==> src/rtl/stage_3_tag_route.sv <==
// Stage-3 tag router: tags parity-clean host words toward the network and filters network words by tag toward the host.
// Optional build macro STAGE3_ERR_CNT_EN enables the saturating drop counters; otherwise they read 0.

module stage_3_fifo #(
  parameter int unsigned width = 8,
  parameter int unsigned depth = 4
) (
  input  logic             clk,
  input  logic             reset,
  input  logic             push,
  input  logic [width-1:0] push_data,
  input  logic             ready,
  output logic             valid,
  output logic [width-1:0] head,
  output logic             full,
  output logic             overflow
);
  localparam int unsigned aw = (depth > 1) ? $clog2(depth) : 1;
  localparam int unsigned cw = $clog2(depth + 1);

  logic [width-1:0] mem [depth];
  logic [aw-1:0]    wr_ptr;
  logic [aw-1:0]    rd_ptr;
  logic [cw-1:0]    count;
  logic [cw-1:0]    count_nxt;
  logic             pop;
  logic             accept;

  assign valid    = (count != '0);
  assign head     = mem[rd_ptr];
  assign pop      = valid & ready;
  // A full FIFO still takes a push when the head leaves on the same edge.
  assign accept   = push & (~full | pop);
  assign overflow = push & full & ~pop;

  always_comb begin
    count_nxt = count;
    case ({accept, pop})
      2'b10:   count_nxt = count + cw'(1);
      2'b01:   count_nxt = count - cw'(1);
      default: count_nxt = count;
    endcase
  end

  always_ff @(posedge clk or negedge reset) begin
    if (!reset) begin
      for (int unsigned i = 0; i < depth; i++) mem[i] <= '0;
      wr_ptr <= '0;
      rd_ptr <= '0;
      count  <= '0;
      full   <= 1'b0;
    end else begin
      if (accept) begin
        mem[wr_ptr] <= push_data;
        wr_ptr      <= wr_ptr + aw'(1);
      end
      if (pop) rd_ptr <= rd_ptr + aw'(1);
      count <= count_nxt;
      full  <= (count_nxt == cw'(depth));
    end
  end
endmodule

module stage_3_tag_route #(
  parameter int unsigned data_size  = 32,
  parameter int unsigned tag_size   = 8,
  parameter int unsigned fifo_depth = 4,
  parameter int unsigned cnt_size   = 16
) (
  input  logic                         clk,
  input  logic                         reset,
  input  logic [1:0]                   opcode_in,
  input  logic                         soft_error_in,
  input  logic [data_size-1:0]         tx_data_in,
  input  logic [data_size-1:0]         rx_data_in,
  input  logic [tag_size-1:0]          rx_tag_in,
  input  logic [tag_size-1:0]          node_tag,
  output logic                         net_valid,
  output logic [data_size+tag_size-1:0] net_data,
  input  logic                         net_ready,
  output logic                         host_valid,
  output logic [data_size-1:0]         host_data,
  input  logic                         host_ready,
  output logic                         tx_full,
  output logic                         rx_full,
  output logic [cnt_size-1:0]          parity_drop_cnt,
  output logic [cnt_size-1:0]          tag_miss_cnt,
  output logic [cnt_size-1:0]          overflow_cnt
);
  localparam logic [1:0] OP_RX    = 2'b01;
  localparam logic [1:0] OP_TX    = 2'b10;
  localparam logic [1:0] OP_RX_BC = 2'b11;

  logic tx_push;
  logic rx_push;
  logic tag_match;
  logic parity_drop;
  logic tag_miss;
  logic tx_ovf;
  logic rx_ovf;

  assign tag_match   = (rx_tag_in == node_tag) || (rx_tag_in == '1);
  assign tx_push     = (opcode_in == OP_TX) && !soft_error_in;
  assign parity_drop = (opcode_in == OP_TX) && soft_error_in;
  assign rx_push     = ((opcode_in == OP_RX) && tag_match) || (opcode_in == OP_RX_BC);
  assign tag_miss    = (opcode_in == OP_RX) && !tag_match;

  stage_3_fifo #(
    .width (data_size + tag_size),
    .depth (fifo_depth)
  ) u_tx_fifo (
    .clk       (clk),
    .reset     (reset),
    .push      (tx_push),
    .push_data ({tx_data_in, node_tag}),
    .ready     (net_ready),
    .valid     (net_valid),
    .head      (net_data),
    .full      (tx_full),
    .overflow  (tx_ovf)
  );

  stage_3_fifo #(
    .width (data_size),
    .depth (fifo_depth)
  ) u_rx_fifo (
    .clk       (clk),
    .reset     (reset),
    .push      (rx_push),
    .push_data (rx_data_in),
    .ready     (host_ready),
    .valid     (host_valid),
    .head      (host_data),
    .full      (rx_full),
    .overflow  (rx_ovf)
  );

`ifdef STAGE3_ERR_CNT_EN
  // Only one opcode per cycle, so at most one drop event can fire per edge.
  always_ff @(posedge clk or negedge reset) begin
    if (!reset) begin
      parity_drop_cnt <= '0;
      tag_miss_cnt    <= '0;
      overflow_cnt    <= '0;
    end else begin
      if (parity_drop && (parity_drop_cnt != '1)) parity_drop_cnt <= parity_drop_cnt + cnt_size'(1);
      if (tag_miss && (tag_miss_cnt != '1))       tag_miss_cnt    <= tag_miss_cnt + cnt_size'(1);
      if ((tx_ovf || rx_ovf) && (overflow_cnt != '1)) overflow_cnt <= overflow_cnt + cnt_size'(1);
    end
  end
`else
  logic unused_events;
  assign unused_events   = ^{parity_drop, tag_miss, tx_ovf, rx_ovf};
  assign parity_drop_cnt = '0;
  assign tag_miss_cnt    = '0;
  assign overflow_cnt    = '0;
`endif
endmodule

==> config.mk <==
export PLATFORM = sky130hd
export DESIGN_NAME = stage_3_tag_route
export DESIGN_NICKNAME = d
export VERILOG_FILES = /design/src/rtl/stage_3_tag_route.sv
export SDC_FILE = /design/constraint.sdc
export NUM_CORES = 1
export LEC_CHECK = 0
export BUFFER_PORTS_ARGS = -buffer_cell sky130_fd_sc_hd__buf_2
export CORE_MARGIN = 2
export CORE_UTILIZATION = 50
export DETAILED_ROUTE_END_ITERATION = 10
export PLACE_DENSITY = 0.7
export SLEW_MARGIN = 20
export SYNTH_ARGS = -nofsm -noshare
export SYNTH_HDL_FRONTEND = slang
export SYNTH_SLANG_ARGS = --single-unit
==> constraint.sdc <==
create_clock -name clk -period 8.18 [get_ports clk]
set_clock_uncertainty 0.05 [all_clocks]
set_input_delay 0.409 -clock clk [delete_from_list [all_inputs] [get_ports clk]]
set_output_delay 0.409 -clock clk [all_outputs]
set_load 0.02 [all_outputs]
Yosys cells after proc, flatten, opt, wreduce, memory -nomap -nowiden

Cells that the tools add are included.

$add $sub $neg: 8
Magnitude comparators: 6
Equality and inequality tests: 11
Mux-type cells: 14
Bitwise operators: 12
Reduce and logical (&&, ||, !) cells: 9

Operator list:

| kind                                                       | count |
|---|---|
| bitwise mux 160 bit                                        | 1 |
| bitwise mux 128 bit                                        | 1 |
| two-way mux 40 bit                                         | 3 |
| two-way mux 32 bit                                         | 3 |
| binary-select mux 40 bit (select 2 bit)                    | 1 |
| demux 40 bit (select 2 bit)                                | 1 |
| binary-select mux 32 bit (select 2 bit)                    | 1 |
| demux 32 bit (select 2 bit)                                | 1 |
| greater-or-equal comparator 3 bit, second input constant   | 4 |
| NOT 2 -> 3 bit                                             | 4 |
| one-hot mux 3 bit (2 select lines)                         | 2 |
| adder 2 x 1 -> 2 bit, second input constant                | 4 |
| == test 2 bit, second input constant                       | 4 |
| == test 8 bit                                              | 1 |
| == test 8 bit, second input constant                       | 1 |
| adder 3 x 1 -> 3 bit, second input constant                | 2 |
| == test 2 x 1 -> 1 bit, second input constant              | 3 |
| == test 3 bit, second input constant                       | 2 |
| less-than comparator 3 x 1 -> 1 bit, second input constant | 2 |
| nonzero test 3 bit                                         | 2 |
| subtractor 3 x 1 -> 3 bit, second input constant           | 2 |
| AND 1 bit                                                  | 4 |
| logical AND 1 bit                                          | 4 |
| logical OR 1 bit                                           | 2 |
| other kinds (3)                                            | 5 |

Flip-flop bits (word level): 304
Input bits: 87
Output and inout bits: 124

Logic depth before layout (Yosys ltp)

Word-level depth: 8
Depth in mapped cells: 14
Mapped depth without buffers: 11

Cells and area by module

A second synthesis with hierarchy kept.

Cell total of the unflattened synthesis: 1,048
Area, all modules: 13,943.4 um2

Modules (own cells, without submodules):

| module                    | instances | cells each | area each (um2) | sequential area each (um2) |
|---|---|---|---|---|
| stage_3_fifo at u_tx_fifo | 1         | 542        | 7,408.4         | 4,204.0 |
| stage_3_fifo at u_rx_fifo | 1         | 441        | 6,052.1         | 3,403.3 |
| stage_3_tag_route         | 1         | 65         | 483.0           | 0.0 |

Worst setup path after synthesis

Ideal clock, no wire load.

Path type: register to register
Start: register u_rx_fifo.count[0]
End: register u_rx_fifo.full
Library setup time: 0.088 ns
Data arrival time: 2.927 ns
Data required time: 8.042 ns
Slack: 5.115 ns
Cell stages (with the launch flop): 15
Buffers on the path: 4
Path through: dfrtp_1 > o311a_1 > clkbuf_1 > or2_1 > clkbuf_1 > clkbuf_1 > buf_2 > o21ai_0 > ha_1 > inv_1 > fa_1 > xor2_1 > nor2_1 > xor2_1 > nor3b_1

Cells in the longest elaborated chain, start to end: 7

Ends and longest elaborated chain:

| element                                                 | line | text |
|---|---|---|
| start, declared                                         | 24   | `logic [cw-1:0] count;` |
| start signal, assigned                                  | 58   | `count <= count_nxt;` |
| nonzero test 3 bit                                      | 29   | `assign valid = (count != '0);` |
| AND 1 bit                                               | 31   | `assign pop = valid & ready;` |
| bitwise OR 1 bit                                        | 33   | `assign accept = push & (~full \| pop);` |
| AND 1 bit                                               | 33   |  |
| == test 2 x 1 -> 1 bit or == test 2 bit (tied branches) | 38   | `case ({accept, pop})` |
| one-hot mux 3 bit (2 select lines) *                    | 38   |  |
| named net u_rx_fifo.count_nxt[2]                        | 25   | `logic [cw-1:0] count_nxt;` |
| == test 3 bit *                                         | 59   | `full <= (count_nxt == cw'(depth));` |
| end signal, assigned                                    | 59   |  |
| end, declared                                           | 15   | `output logic full,` |

The timed path passes the listed nets; every way through them passes the cells marked *.
A chain may end at the register's enable or synchronous reset.

Worst setup path after layout

Start: input node_tag[2]
End: register u_rx_fifo.mem[110] in the netlist's numbering

Cells in the longest elaborated chain, start to end: 5

Ends and longest elaborated chain:

| element                       | line | text |
|---|---|---|
| start, declared               | 77   | `input logic [tag_size-1:0] node_tag,` |
| == test 8 bit                 | 102  | `assign tag_match = (rx_tag_in == node_tag) \|\| (rx_tag_in == '1);` |
| logical OR 1 bit              | 102  |  |
| logical AND 1 bit             | 105  | `assign rx_push = ((opcode_in == OP_RX) && tag_match) \|\| (opcode_in == OP_RX_BC);` |
| logical OR 1 bit              | 105  |  |
| AND 1 bit                     | 33   |  |
| end signal, assigned by index | 54   | `mem[wr_ptr] <= push_data;` |
| end, declared                 | 21   | `logic [width-1:0] mem [depth];` |

No other way between the ends.

==> insert_results.sql <==
INSERT INTO impl_metrics (metric_group, metric, value, unit) VALUES
('timing', 'post-route-period-util', '42.1', '%'),
('layout', 'layout_commonest_cell', 'sky130_fd_sc_hd__dfrtp_1', ''),
('routing', 'drt.antenna.violating_nets', '0', ''),
('global_route', 'grt_pass1_vias', '15100', ''),
('timing', 'timing.max_slew.rel_slack', '16.5', '%'),
('routing', 'detailed_router_iteration_count_before_antenna_repair', '5', ''),
('logic_synthesis', 'synth.largest_area_cell', 'sky130_fd_sc_hd__dfrtp_1', ''),
('logic_synthesis', 'yosys_register_bits', '304', ''),
('global_route', 'grt_util_all_layers', '25.1', '%'),
('worst_setup_path', 'worstPathRequired', '8.50', 'ns'),
('place', 'detailedPlacementHpwl', '27400', 'um'),
('clocking', 'clock-sinks', '304', ''),
('status', 'run_status', 'finished, final reports clean', ''),
('clocking', 'cts.clk_slew.worst_paths', '0.06', 'ns'),
('timing', 'final_max_slew_viol_count', '0', ''),
('timing', 'timing_hold_violations_final', '0', ''),
('routing', 'vias_per_cell', '6.33', ''),
('routing', 'num_vias', '14700', ''),
('clocking', 'cts.path.max_buffers', '3', ''),
('global_route', 'grt_max_degree', '260', ''),
('layout', 'sequential_cell_area', '7610', 'sq um'),
('layout', 'area.growth.synth_to_final', '9.75', '%'),
('logic_synthesis', 'syn-mean-instance-area', '10.7', 'sq um'),
('place', 'gpl.final_weighted_congestion', '0.744', ''),
('worst_setup_path', 'setup.worst_path.class', 'primary input to flop', ''),
('logic_synthesis', 'netlist_top_cells_area', 'sky130_fd_sc_hd__dfrtp_1, sky130_fd_sc_hd__mux4_2, sky130_fd_sc_hd__a41oi_1', ''),
('floorplanning', 'die_area', '39300', 'sq um'),
('place', 'dp_worst_setup_slack', '4.28', 'ns'),
('floorplanning', 'die-width', '198', 'um'),
('clocking', 'deepest_level_of_the_cts_h_tree', '2', ''),
('worst_setup_path', 'r2r_setup_slack', '5.16', 'ns'),
('clocking', 'tritoncts', 'yes', ''),
('floorplanning', 'initial_core_utilization', '50.4', '%'),
('timing', 'period_minus_slack', '3.44', 'ns'),
('clocking', 'post-cts-setup-buffers', '0', ''),
('worst_setup_path', 'critPathMaxFanout', '90', ''),
('power_and_ir_drop', 'fin_total_pwr', '0.00785', 'W'),
('layout', 'layout-drive-gt1-share', '23.0', '%'),
('layout', 'total_number_of_nets_in_the_final_design', '1884', ''),
('logic_synthesis', 'yosys.area.top_type_share', '40.3', '%'),
('timing', 'rsz0062_at_grt', 'no', ''),
('logic_synthesis', 'ys.warnings.count', '0', ''),
('layout', 'nFillCells', '3185', ''),
('logic_synthesis', 'post_synth_instance_area', '18900', 'sq um'),
('layout', 'layout.cells.most_common_list', 'sky130_fd_sc_hd__dfrtp_1, sky130_fd_sc_hd__buf_2, sky130_fd_sc_hd__inv_1', ''),
('timing', 'maxClockFrequency', '291', 'MHz'),
('power_and_ir_drop', 'total_leakage_power', '9.18', 'nW'),
('clocking', 'cts-root-buf', 'sky130_fd_sc_hd__clkbuf_16', ''),
('place', 'io_buffer_count', '162', ''),
('routing', 'drt_iter0_drc', '1320', ''),
('routing', 'wirelength', '49100', 'um'),
('clocking', 'worst_skew_pair.late_latency', '0.54', 'ns'),
('routing', 'routed_wire_length_per_instance', '21.1', 'um'),
('floorplanning', 'floorplan.core_area', '37400', 'sq um'),
('min_path', 'worst_hold_path_type', 'primary input to flop', ''),
('run', 'cap_viol_max_count', '0', ''),
('timing', 'setup_viol', '0', ''),
('routing', 'route.detailed.drc', '0', ''),
('timing', 'tightestPinTransition', '1.25', 'ns'),
('timing', 'setup_slack', '4.74', 'ns'),
('floorplanning', 'rows', '71', ''),
('layout', 'multiInputGateArea', '9740', 'sq um'),
('global_route', 'first_pass_grt_wire_length', '79700', 'um'),
('power_and_ir_drop', 'ir_worst_vdd', '0.215', 'mV'),
('floorplanning', 'die-height', '198', 'um'),
('logic_synthesis', 'ys_seq_area_share', '40.3', '%'),
('power_and_ir_drop', 'pwr_density_cell', '379', 'nW/um^2'),
('global_route', 'gr-total-overflow', '0', ''),
('global_route', 'initial_antenna_violation_count', '6', ''),
('clocking', 'cts_buffers', '36', ''),
('worst_setup_path', 'worstPathArrival', '3.76', 'ns'),
('worst_setup_path', 'critical_path.startpoint_type', 'primary input', ''),
('logic_synthesis', 'synthDistinctLibCells', '42', ''),
('floorplanning', 'io-pin-count', '211', ''),
('timing', 'setup_tns', '0', 'ns'),
('logic_synthesis', 'synthCells', '1758', ''),
('worst_setup_path', 'endpoint_kind', 'flop', '');
-- state kept, by name, indices dropped and copies added, names as in the netlist --
signal	flops
u_tx_fifo.count	3
u_tx_fifo.rd_ptr	2
u_rx_fifo.count	3
u_tx_fifo.mem	160
u_rx_fifo.rd_ptr	2
u_rx_fifo.full	1
u_rx_fifo.mem	128
u_tx_fifo.full	1
u_tx_fifo.wr_ptr	2
u_rx_fifo.wr_ptr	2
-- per-layer routing --
| layer | track usage, % | routed length (um) |
|---|---|---|
| met1 | 33.4 | 21200 |
| met2 | 41.9 | 23600 |
| met3 | 4.04 | 3110 |
| met4 | 8.38 | 1170 |
| met5 | 0 | 13 |
-- cell type report --
class / count / area share [%]
Sequential cell: 304 / 36.8
Clock inverter: 17 / 0.834
Antenna cell: 6 / 0.0726
Multi-Input combinational cell: 1120 / 47.1
Timing Repair Buffer: 182 / 4.76
Clock buffer: 48 / 4.81
Inverter: 141 / 2.56
Tap cell: 511 / 3.09
-- path summary, 6_finish.rpt --
path | endpoint | depth (start not counted) | startpoint
setup / recovery | u_rx_fifo.mem[110] | 7 | node_tag[2]
hold / removal | u_tx_fifo.mem[117] | 2 | tx_data_in[29]
setup reg to reg | u_rx_fifo.full | 10 | u_rx_fifo.count[0]
hold reg to reg | u_tx_fifo.mem[69] | 1 | u_tx_fifo.mem[69]
max in group asynchronous | u_rx_fifo.mem[126] | 3 | reset
min in group asynchronous | u_tx_fifo.mem[90] | 2 | reset
-- stage by stage --
step           util, %  cell area, sq um  hold WS (ns)  cells
5_1_grt           55.3             20700        0.0642   2327
3_3_place_gp      52.1             19500         0.418   2257
3_5_place_dp      52.1             19500         0.426   2257
4_1_cts           55.3             20700        0.0392   2323
6_report          55.3             20700        0.0616   2329
2_1_floorplan        -             19000        0.0634   1805
-- Yosys cell counts, drive strengths merged --
cell     instances
dfrtp          304
mux2           160
clkbuf         145
inv            141
and2           130
nand3          130
a41oi          129
o311ai         129
o31ai          129
nand2b         128
buf             95
mux4            72
xor2            13
ha              10
nand2            9
xnor2            6
o21ai            3
and4             2
fa               2
nor2             2
nor3             2
nor3b            2
nor4             2
or3              2
a2111oi          1
a21o             1
a21oi            1
a31oi            1
conb             1
mux2i            1
nor2b            1
o211ai           1
o21a             1
o311a            1
or2              1
-- worst max-delay path, stage by stage --
cell and delay (ns):
sky130_fd_sc_hd__buf_2 0.13, sky130_fd_sc_hd__xor2_1 0.17, sky130_fd_sc_hd__nor4_2 0.45, sky130_fd_sc_hd__buf_4 0.70, sky130_fd_sc_hd__and2_4 0.60, sky130_fd_sc_hd__buf_4 0.86, sky130_fd_sc_hd__o311ai_0 0.28
-- timing repair --
item                                    CTS  global route
endpoints found under the setup margin    0             0
hold buffers                              1             0
hold endpoints to repair                 96             0
resized for setup                         0             0
-- cells by family after synthesis --
logic type / synth area share, %
AOI/OAI and AO/OA: 17.6
xor gates and xnor gates: 0.883
adders and majority gates: 0.876
buffers and inverters: 9.25
DFF: 40.3
muxes: 18.2
other: 0.0199
and+or+nand+nor: 12.8
-- power breakdown --
part	switching, W	total (W)	internal (W)
Clock	0.000670	0.00160	0.000930
Combinational	0.00189	0.00359	0.00169
Sequential	0.000514	0.00266	0.00215
Power figures use the tool's default switching activity.
